--- config.mk ---
export PLATFORM = sky130hd
export DESIGN_NAME = arith_cmpf_pipe_flat
export DESIGN_NICKNAME = d
export VERILOG_FILES = /design/src/rtl/arith_cmpf_pipe_if.sv /design/src/rtl/arith_cmpf_pipe.sv /design/src/flat_wrapper.sv
export SDC_FILE = /design/constraint.sdc
export NUM_CORES = 1
export LEC_CHECK = 0
export ABC_AREA = 1
export CORE_AREA = 5 5 90 92
export DETAILED_ROUTE_END_ITERATION = 10
export DIE_AREA = 0 0 95 97
export PLACE_DENSITY = 0.52
export SETUP_SLACK_MARGIN = 0.1
export SLEW_MARGIN = 0
export SYNTH_ARGS = -nofsm -noshare
export SYNTH_HDL_FRONTEND = slang
export SYNTH_SLANG_ARGS = --single-unit
--- constraint.sdc ---
create_clock -name clk -period 1.28 [get_ports clk]
set_input_delay 0.256 -clock clk [delete_from_list [all_inputs] [get_ports clk]]
set_output_delay 0.256 -clock clk [all_outputs]
set_load 0.01 [all_outputs]
--- src/rtl/arith_cmpf_pipe_if.sv ---
// Handshake bundle for the floating-point compare pipeline: two operand
// channels joined into one token, plus a single-bit result channel.
interface arith_cmpf_pipe_if #(
  parameter int WIDTH = 32
);
  logic             a_valid;
  logic             a_ready;
  logic [WIDTH-1:0] a_data;
  logic             b_valid;
  logic             b_ready;
  logic [WIDTH-1:0] b_data;
  logic [3:0]       pred;
  logic             result_valid;
  logic             result_ready;
  logic             result_data;
  logic             result_unordered;

  // Producer/consumer side (testbench or upstream logic)
  modport master (
    output a_valid, a_data, b_valid, b_data, pred, result_ready,
    input  a_ready, b_ready, result_valid, result_data, result_unordered
  );

  // Compare pipeline side
  modport slave (
    input  a_valid, a_data, b_valid, b_data, pred, result_ready,
    output a_ready, b_ready, result_valid, result_data, result_unordered
  );
endinterface

--- src/rtl/arith_cmpf_pipe.sv ---
// Pipelined IEEE-754 compare (arith.cmpf semantics) for binary16/32/64.
// The compare is done on raw bits in front of stage 0; the STAGES registers
// behind it only carry {valid, result, unordered}. Bubbles collapse so a
// stalled output still lets upstream stages fill.
module arith_cmpf_pipe #(
  parameter int WIDTH  = 32,
  parameter int STAGES = 2
) (
  input  logic             clk,
  input  logic             rst_n,
  arith_cmpf_pipe_if.slave bus
);

  localparam int EW = (WIDTH == 16) ? 5 : ((WIDTH == 64) ? 11 : 8);
  localparam int MW = WIDTH - 1 - EW;

  generate
    if (!(WIDTH == 16 || WIDTH == 32 || WIDTH == 64)) begin : g_bad_width
      $fatal(1, "arith_cmpf_pipe: WIDTH must be 16, 32 or 64");
    end
    if (STAGES < 1 || STAGES > 4) begin : g_bad_stages
      $fatal(1, "arith_cmpf_pipe: STAGES must be 1..4");
    end
  endgenerate

  logic [WIDTH-1:0]  w_a;
  logic [WIDTH-1:0]  w_b;
  logic [WIDTH-2:0]  w_mag_a;
  logic [WIDTH-2:0]  w_mag_b;
  logic              w_sa;
  logic              w_sb;
  logic              w_nan_a;
  logic              w_nan_b;
  logic              w_nan;
  logic              w_both_zero;
  logic              w_eq;
  logic              w_lt;
  logic              w_gt;
  logic              w_rel;
  logic              w_fire;
  logic              w_in_ready;
  logic [STAGES-1:0] w_load;

  logic [STAGES-1:0] r_valid;
  logic [STAGES-1:0] r_res;
  logic [STAGES-1:0] r_unord;

  assign w_a         = bus.a_data;
  assign w_b         = bus.b_data;
  assign w_sa        = w_a[WIDTH-1];
  assign w_sb        = w_b[WIDTH-1];
  assign w_mag_a     = w_a[WIDTH-2:0];
  assign w_mag_b     = w_b[WIDTH-2:0];
  assign w_nan_a     = (&w_a[WIDTH-2:MW]) & (|w_a[MW-1:0]);
  assign w_nan_b     = (&w_b[WIDTH-2:MW]) & (|w_b[MW-1:0]);
  assign w_nan       = w_nan_a | w_nan_b;
  assign w_both_zero = (w_mag_a == '0) && (w_mag_b == '0);

  // Sign-magnitude ordering; +0/-0 collapse to equal, NaN masked later by pred
  always_comb begin
    w_eq = w_both_zero || (w_a == w_b);
    w_lt = 1'b0;
    w_gt = 1'b0;
    if (!w_both_zero) begin
      if (w_sa != w_sb) begin
        w_lt = w_sa;
        w_gt = w_sb;
      end else if (w_sa) begin
        w_lt = w_mag_a > w_mag_b;
        w_gt = w_mag_a < w_mag_b;
      end else begin
        w_lt = w_mag_a < w_mag_b;
        w_gt = w_mag_a > w_mag_b;
      end
    end
  end

  // Predicate decode: 1-6 ordered relations, 8-13 unordered-or relations
  always_comb begin
    w_rel = 1'b0;
    case (bus.pred)
      4'd1:    w_rel = ~w_nan & w_eq;
      4'd2:    w_rel = ~w_nan & w_gt;
      4'd3:    w_rel = ~w_nan & (w_gt | w_eq);
      4'd4:    w_rel = ~w_nan & w_lt;
      4'd5:    w_rel = ~w_nan & (w_lt | w_eq);
      4'd6:    w_rel = ~w_nan & ~w_eq;
      4'd7:    w_rel = ~w_nan;
      4'd8:    w_rel = w_nan | w_eq;
      4'd9:    w_rel = w_nan | w_gt;
      4'd10:   w_rel = w_nan | w_gt | w_eq;
      4'd11:   w_rel = w_nan | w_lt;
      4'd12:   w_rel = w_nan | w_lt | w_eq;
      4'd13:   w_rel = w_nan | ~w_eq;
      4'd14:   w_rel = w_nan;
      4'd15:   w_rel = 1'b1;
      default: w_rel = 1'b0;
    endcase
  end

  // Stage k may load when the output drains or any stage from k onward is empty
  always_comb begin : p_load
    logic v_acc;
    v_acc  = bus.result_ready;
    w_load = '0;
    for (int k = STAGES - 1; k >= 0; k--) begin
      v_acc     = v_acc | ~r_valid[k];
      w_load[k] = v_acc;
    end
  end

  // Ready is forced low while reset is held so no handshake is advertised
  assign w_in_ready  = rst_n & w_load[0];
  assign w_fire      = bus.a_valid & bus.b_valid & w_in_ready;
  assign bus.a_ready = w_in_ready & bus.b_valid;
  assign bus.b_ready = w_in_ready & bus.a_valid;

  // Stage registers: stage 0 captures the compare at fire, others shift forward
  always_ff @(posedge clk or negedge rst_n) begin
    if (!rst_n) begin
      r_valid <= '0;
      r_res   <= '0;
      r_unord <= '0;
    end else begin
      if (w_load[0]) begin
        r_valid[0] <= w_fire;
        if (w_fire) begin
          r_res[0]   <= w_rel;
          r_unord[0] <= w_nan;
        end
      end
      for (int k = 1; k < STAGES; k++) begin
        if (w_load[k]) begin
          r_valid[k] <= r_valid[k-1];
          r_res[k]   <= r_res[k-1];
          r_unord[k] <= r_unord[k-1];
        end
      end
    end
  end

  assign bus.result_valid     = r_valid[STAGES-1];
  assign bus.result_data      = r_res[STAGES-1];
  assign bus.result_unordered = r_unord[STAGES-1];

endmodule

--- src/flat_wrapper.sv ---
// flat-port wrapper written by rule: the top's interface ports become plain ports
module arith_cmpf_pipe_flat 
#(
  parameter int WIDTH  = 32,
  parameter int STAGES = 2
)
  (clk, rst_n, bus_a_valid, bus_a_data, bus_b_valid, bus_b_data, bus_pred, bus_result_ready, bus_a_ready, bus_b_ready, bus_result_valid, bus_result_data, bus_result_unordered);
  arith_cmpf_pipe_if #(.WIDTH(WIDTH)) bus_i ();
  input  logic clk;
  input  logic rst_n;
  input wire logic [$bits(bus_i.a_valid)-1:0] bus_a_valid;
  input wire logic [$bits(bus_i.a_data)-1:0] bus_a_data;
  input wire logic [$bits(bus_i.b_valid)-1:0] bus_b_valid;
  input wire logic [$bits(bus_i.b_data)-1:0] bus_b_data;
  input wire logic [$bits(bus_i.pred)-1:0] bus_pred;
  input wire logic [$bits(bus_i.result_ready)-1:0] bus_result_ready;
  output wire logic [$bits(bus_i.a_ready)-1:0] bus_a_ready;
  output wire logic [$bits(bus_i.b_ready)-1:0] bus_b_ready;
  output wire logic [$bits(bus_i.result_valid)-1:0] bus_result_valid;
  output wire logic [$bits(bus_i.result_data)-1:0] bus_result_data;
  output wire logic [$bits(bus_i.result_unordered)-1:0] bus_result_unordered;
  assign bus_i.a_valid = bus_a_valid;
  assign bus_i.a_data = bus_a_data;
  assign bus_i.b_valid = bus_b_valid;
  assign bus_i.b_data = bus_b_data;
  assign bus_i.pred = bus_pred;
  assign bus_i.result_ready = bus_result_ready;
  assign bus_a_ready = bus_i.a_ready;
  assign bus_b_ready = bus_i.b_ready;
  assign bus_result_valid = bus_i.result_valid;
  assign bus_result_data = bus_i.result_data;
  assign bus_result_unordered = bus_i.result_unordered;
  arith_cmpf_pipe #(.WIDTH(WIDTH), .STAGES(STAGES)) u_core (.clk(clk), .rst_n(rst_n), .bus(bus_i));
endmodule
After elaboration in Yosys (flattened, before gate mapping)
Cells that the tools add are included.

Magnitude comparators: 2. Equality and inequality tests: 17. Mux-type cells: 7. Bitwise gates (word level): 28. Reductions and logical operators: 9.

Operators with widths (number): logical NOT 31 bit (2); OR reduction 23 bit (2); == test 32 bit (1); == test 4 bit, second input constant (8); greater-than comparator 31 bit (1); < comparator 31 bit (1); == test 4 x 3 -> 1 bit, second input constant (4); AND reduction 8 bit (2); one-hot mux 1 bit (15 select lines) (1); AND 1 bit (13); OR 1 bit (11); == test 4 x 2 -> 1 bit, second input constant (2); two-way mux 1 bit (6); == test 4 x 1 -> 1 bit, second input constant (1); inverter 1 bit (4); AND reduction 2 bit (1); logical AND 1 bit (1); logical OR 1 bit (1); != test 1 bit (1).

Register bits: 6. Bits of input ports: 73. Output and inout port bits: 5. Word-level logic and storage cells: 69.

Depth between registers and ports, before layout
Depth after elaboration: 7. Mapped depth: 21. Gate-level depth less buffers: 21.

Worst setup path before layout
OpenSTA, ideal clock, no wires.

Path type: input to register. Start: input port bus_b_data[30]. End: register u_core.r_res[0]. Setup time: 0.116 ns. Arrival: 1.670 ns. Data required time: 1.164 ns. Slack: -0.506 ns. Stages: 17. Path buffers: 0. Cells stage by stage: inv_1 -> ha_1 -> a21o_1 -> nor2_1 -> nand2_1 -> a21oi_1 -> nand2_2 -> nand2_2 -> nand2_1 -> nand2_1 -> nand2_1 -> nand2_1 -> nand2_1 -> nor2_1 -> nand3_1 -> nand2_1 -> nand2_1.

Cells in the longest elaborated chain, start to end: 7. Elaborated cells on any way between the ends: 32. Classes of those cells: 2 x order compare; 1 x eq/ne; 7 x mux; 18 x bitwise; 4 x reduce/logical.

RTL lines: from (decl) (line flat_wrapper.sv:14) `input wire logic [$bits(bus_i.b_data)-1:0] bus_b_data;`; < comparator 31 bit or greater-than comparator 31 bit (tied branches); two-way mux 1 bit (line arith_cmpf_pipe.sv:68) `end else if (w_sa) begin`; two-way mux 1 bit (line arith_cmpf_pipe.sv:65) `if (w_sa != w_sb) begin`; two-way mux 1 bit (line arith_cmpf_pipe.sv:64) `if (!w_both_zero) begin`; OR 1 bit (on tied branches); OR 1 bit (tied with other cells) (line arith_cmpf_pipe.sv:93) `4'd12: w_rel = w_nan | w_lt | w_eq;`; one-hot mux 1 bit (15 select lines) (*) (line arith_cmpf_pipe.sv:81) `case (bus.pred)`; to (signal assigned) (line arith_cmpf_pipe.sv:128) `r_res[0] <= w_rel;`; to (signal, indexed assignment) (line arith_cmpf_pipe.sv:135) `r_res[k] <= r_res[k-1];`; to (decl) (line arith_cmpf_pipe.sv:45) `logic [STAGES-1:0] r_res;`.

Every way passes the cells marked *; elsewhere a longest branch is shown, timed or not. A chain may end at the register's enable or synchronous reset.

Worst setup path in the final report
Start: input port bus_a_data[29]. End: register u_core.r_res[0].

Cells in the longest elaborated chain, start to end: 7. Elaborated cells on any way between the ends: 32. Classes of those cells: 2 x order compare; 1 x eq/ne; 7 x mux; 18 x bitwise; 4 x reduce/logical.

RTL lines: from (decl) (line flat_wrapper.sv:12) `input wire logic [$bits(bus_i.a_data)-1:0] bus_a_data;`; < comparator 31 bit or greater-than comparator 31 bit (tied branches); two-way mux 1 bit (line arith_cmpf_pipe.sv:68); two-way mux 1 bit (line arith_cmpf_pipe.sv:65); two-way mux 1 bit (line arith_cmpf_pipe.sv:64); OR 1 bit (on tied branches); OR 1 bit (tied with other cells) (line arith_cmpf_pipe.sv:93); one-hot mux 1 bit (15 select lines) (*) (line arith_cmpf_pipe.sv:81).

Marks and branches as above.

==> results.sh <==
export IMPL_outcome="complete, but fails checks"
export IMPL_violations="negative setup slack"
export IMPL_synth_seq_cells=6
export IMPL_detailedPlace_worstSlack_ps=-1200
export IMPL_drt_wl_total_um=6240
export IMPL_worst_slack_ps=-524
export IMPL_maxSlewHeadroom=0.815
export IMPL_setup_worst_path_start="bus_a_data[29]"
export IMPL_critPathCaptureType="flop"
export IMPL_place_inst=530
export IMPL_finalCoreUtilization=0.497
export IMPL_chip_width_um=95
export IMPL_routed_via_count=2389
export IMPL_critPathCapture="u_core.r_res[0]$_DFFE_PN0P_"
export IMPL_most_common_cell_after_layout_fill_and_taps_aside="nand2_1"
export IMPL_category_of_the_critical_setup_timing_path="in2reg"
export IMPL_cpLargestDelayFamily="simple AND/OR/NAND/NOR gates"
export IMPL_fillCellCount=757
export IMPL_postSynthNetCount=417
export IMPL_timing_final_crit_share=1.41
export IMPL_register_area_um2=150
export IMPL_reg2reg_slack_ps=160
export IMPL_worst_setup_path_start_kind="input pin"
export IMPL_worst_setup_hold_path_clk_slew_ps=40
export IMPL_post_drt_wl_per_cell_um=11.4
export IMPL_detail_route_antenna_nets=0
export IMPL_rsz0062_at_grt="true"
export IMPL_worstPathRequired_ps=1390
export IMPL_maxCapViolations=0
export IMPL_r2r_worst_path_cells=8
export IMPL_path_depth=16
export IMPL_netlist_cell_type_count=27
export IMPL_drcViolationCount=0
export IMPL_timing_critical_path_slowest_stage_cell="or2_1"
export IMPL_synth_top_area_frac=0.223
export IMPL_finalHoldWorstSlack_ps=105
export IMPL_port_buffers=77
export IMPL_timing_rr_end="u_core.r_unord[0]$_DFFE_PN0P_"
export IMPL_wire_length_of_the_first_global_routing_pass_um=10200
export IMPL_final_setup_skew_ps=2.25
export IMPL_grt_use_total=0.130
export IMPL_maximum_operating_frequency_mhz=554
export IMPL_final_min_clock_period_ps=1800
export IMPL_post_route_cells_drive_above_1_share=0.565
export IMPL_wl_met1_um=2710
export IMPL_cp_common_cell="nand2_1"
export IMPL_netlist_top_cells_area="ha_1, nand2_1, inv_1"
export IMPL_critPathArrivalTime_ps=1910
export IMPL_ctsRootBufferMaster="clkbuf_8"
export IMPL_longest_clk_path_bufs=2
export IMPL_clock_tree_from_tritoncts="yes"
export IMPL_syn_avg_cell_area_um2=5.55
export IMPL_stdcell_count=547
export IMPL_cells_along_the_critical_path="buf_2 -> buf_4 -> or2_1 -> nor3_2 -> nand2_1 -> nor2_1 -> nand2_2 -> buf_4 -> nand2_2 -> inv_1 -> nand2_1 -> nand4_1 -> nand2_1 -> nand3_1 -> nand2_1 -> nand2_1"
export IMPL_insertedDiodeCount=0
export IMPL_portion_of_the_post_synthesis_area_used_by_sequential_elements=0.0864
export IMPL_synth_warning_count=0
export IMPL_report_power_total_mw=1.59
export IMPL_drt_vias_per_instance=4.37
export IMPL_first_iter_violations=23
export IMPL_critical_path_n_buffers_inverters=4
export IMPL_floorplan_initialDensity=0.244
export IMPL_cts_sinks=6
export IMPL_cp_slowest_stage_delay_ps=210
export IMPL_drv_slew=0
export IMPL_num_io_pins=78
export IMPL_tritoncts_num_buffers=3
export IMPL_tightestPinTransition_ps=275
export IMPL_post_synth_inst_count=313
export IMPL_mappedNetlistArea_um2=1740
export IMPL_critical_path_maximum_fanout=3
export IMPL_final_net_count=554
export IMPL_dr_max_layer_used="met5"
export IMPL_route_met3_wl_um=419
export IMPL_clock_insertion_delay_worst_skew_ps=220
export IMPL_setup_violation_total_in_the_final_timing_report=3
export IMPL_cts_hold_fix_buffers=0
export IMPL_placement_rows=31
export IMPL_design_die_area_um2=9220
export IMPL_dp_hpwl_um=4910
export IMPL_gr_total_overflow=0
export IMPL_grt_pass1_vias=2475
export IMPL_cts_max_level=1
export IMPL_drt_first_pass_iters=4
export IMPL_number_of_antenna_violations_at_the_first_check_in_global_routing=1
export IMPL_netlist_top_cell_by_area="ha_1"
export IMPL_peakVddDrop_mv=0.317
export IMPL_most_common_layout_cells="nand2_1, buf_4, buf_2"
export IMPL_design_core_area_um2=7140
export IMPL_multi_input_area_um2=1980
export IMPL_grt_start_max_net_pins=8
export IMPL_die_height_um=97
export IMPL_power_leakage_nw=1.65
export IMPL_crit_reg2reg_launch="u_core.r_valid[1]$_DFFE_PN0P_"
export IMPL_power_density_nw_per_um2=448
export IMPL_synthToLayoutAreaGrowth_pct=104
export IMPL_worst_min_delay_path_class="in2async"
export IMPL_place_gp_congestion=0.836
export IMPL_total_count_of_hold_check_failures_in_the_final_report=0
export IMPL_met2WireLength_um=3010
## report_power, final
part	switching [mW]	internal (mW)	leakage, nW
combinational	0.509	0.577	1.55
sequential	0.0110	0.214	0.0793
clock	0.0776	0.202	0.0216
## cells by family (layout without fill, tap and decap cells)
kind of cell | Yosys count | in the layout | synth area share
adders and majority gates | 31 | 31 | 0.223
buffers and inverters | 63 | 198 | 0.137
and+or+nand+nor | 184 | 184 | 0.460
muxes | 1 | 1 | 0.00648
DFF | 6 | 6 | 0.0864
xor gates and xnor gates | 1 | 1 | 0.00504
AOI/OAI and AO/OA | 27 | 27 | 0.0821
## worst min-delay path by stage
stage,endpoint,slack (ps),from
finish,u_core.r_unord[1]$_DFFE_PN0P_,100,rst_n
global route,u_core.r_unord[1]$_DFFE_PN0P_,120,rst_n
CTS,u_core.r_unord[1]$_DFFE_PN0P_,100,rst_n
detailed placement,u_core.r_res[0]$_DFFE_PN0P_,470,u_core.r_res[0]$_DFFE_PN0P_
global placement,u_core.r_res[0]$_DFFE_PN0P_,480,u_core.r_res[0]$_DFFE_PN0P_
floorplan,u_core.r_res[0]$_DFFE_PN0P_,-40,rst_n
## synth_stat cells
library cell	count
a21oi_1	17
or2_2	2
a211oi_1	1
o21ai_1	2
nand2_2	2
nand3_1	16
and2_1	1
clkinv_1	1
nand3_2	1
nor3b_1	1
mux2_2	1
clkinv_2	1
o21ai_0	5
or2_0	1
or2_1	2
nor2_1	45
xnor2_1	1
clkbuf_1	1
a21o_1	2
inv_1	51
dfrtp_1	6
nand2_1	85
ha_1	31
nor2_2	2
nor3_1	9
nand4_1	17
inv_2	9
## per-stage QoR
stage | cell area, µm² | setup TNS, ps
finish | 3550 | -638
global route | 3550 | -976
CTS | 3450 | -630
detailed placement | 3050 | -3210
global placement | 3050 | -3120
floorplan | 1840 | -442
## sequential cells by signal, indices dropped and copies added, names as in the netlist
signal and cells:
u_core.r_unord 2, u_core.r_res 2, u_core.r_valid 2
## per-layer routing
metal / up-vias / global-route usage
met5: - / 0
met4: 2 / 0.0222
met3: 10 / 0.0264
met2: 58 / 0.232
met1: 1037 / 0.160
li1: 1282 / -
## final cells by class
type,count,area share
Tap cell,99,0.0349
Clock buffer,3,0.0116
Timing Repair Buffer,133,0.284
Sequential cell,6,0.0423
Inverter,62,0.0688
Multi-Input combinational cell,244,0.558
## timing repair
action,4_1_cts,5_1_grt
resized for setup,348,36
hold endpoints to repair,0,0
buffers inserted,9,5
pin swaps,106,56
setup endpoints to repair,8,4
Power figures use the tool's default switching activity.
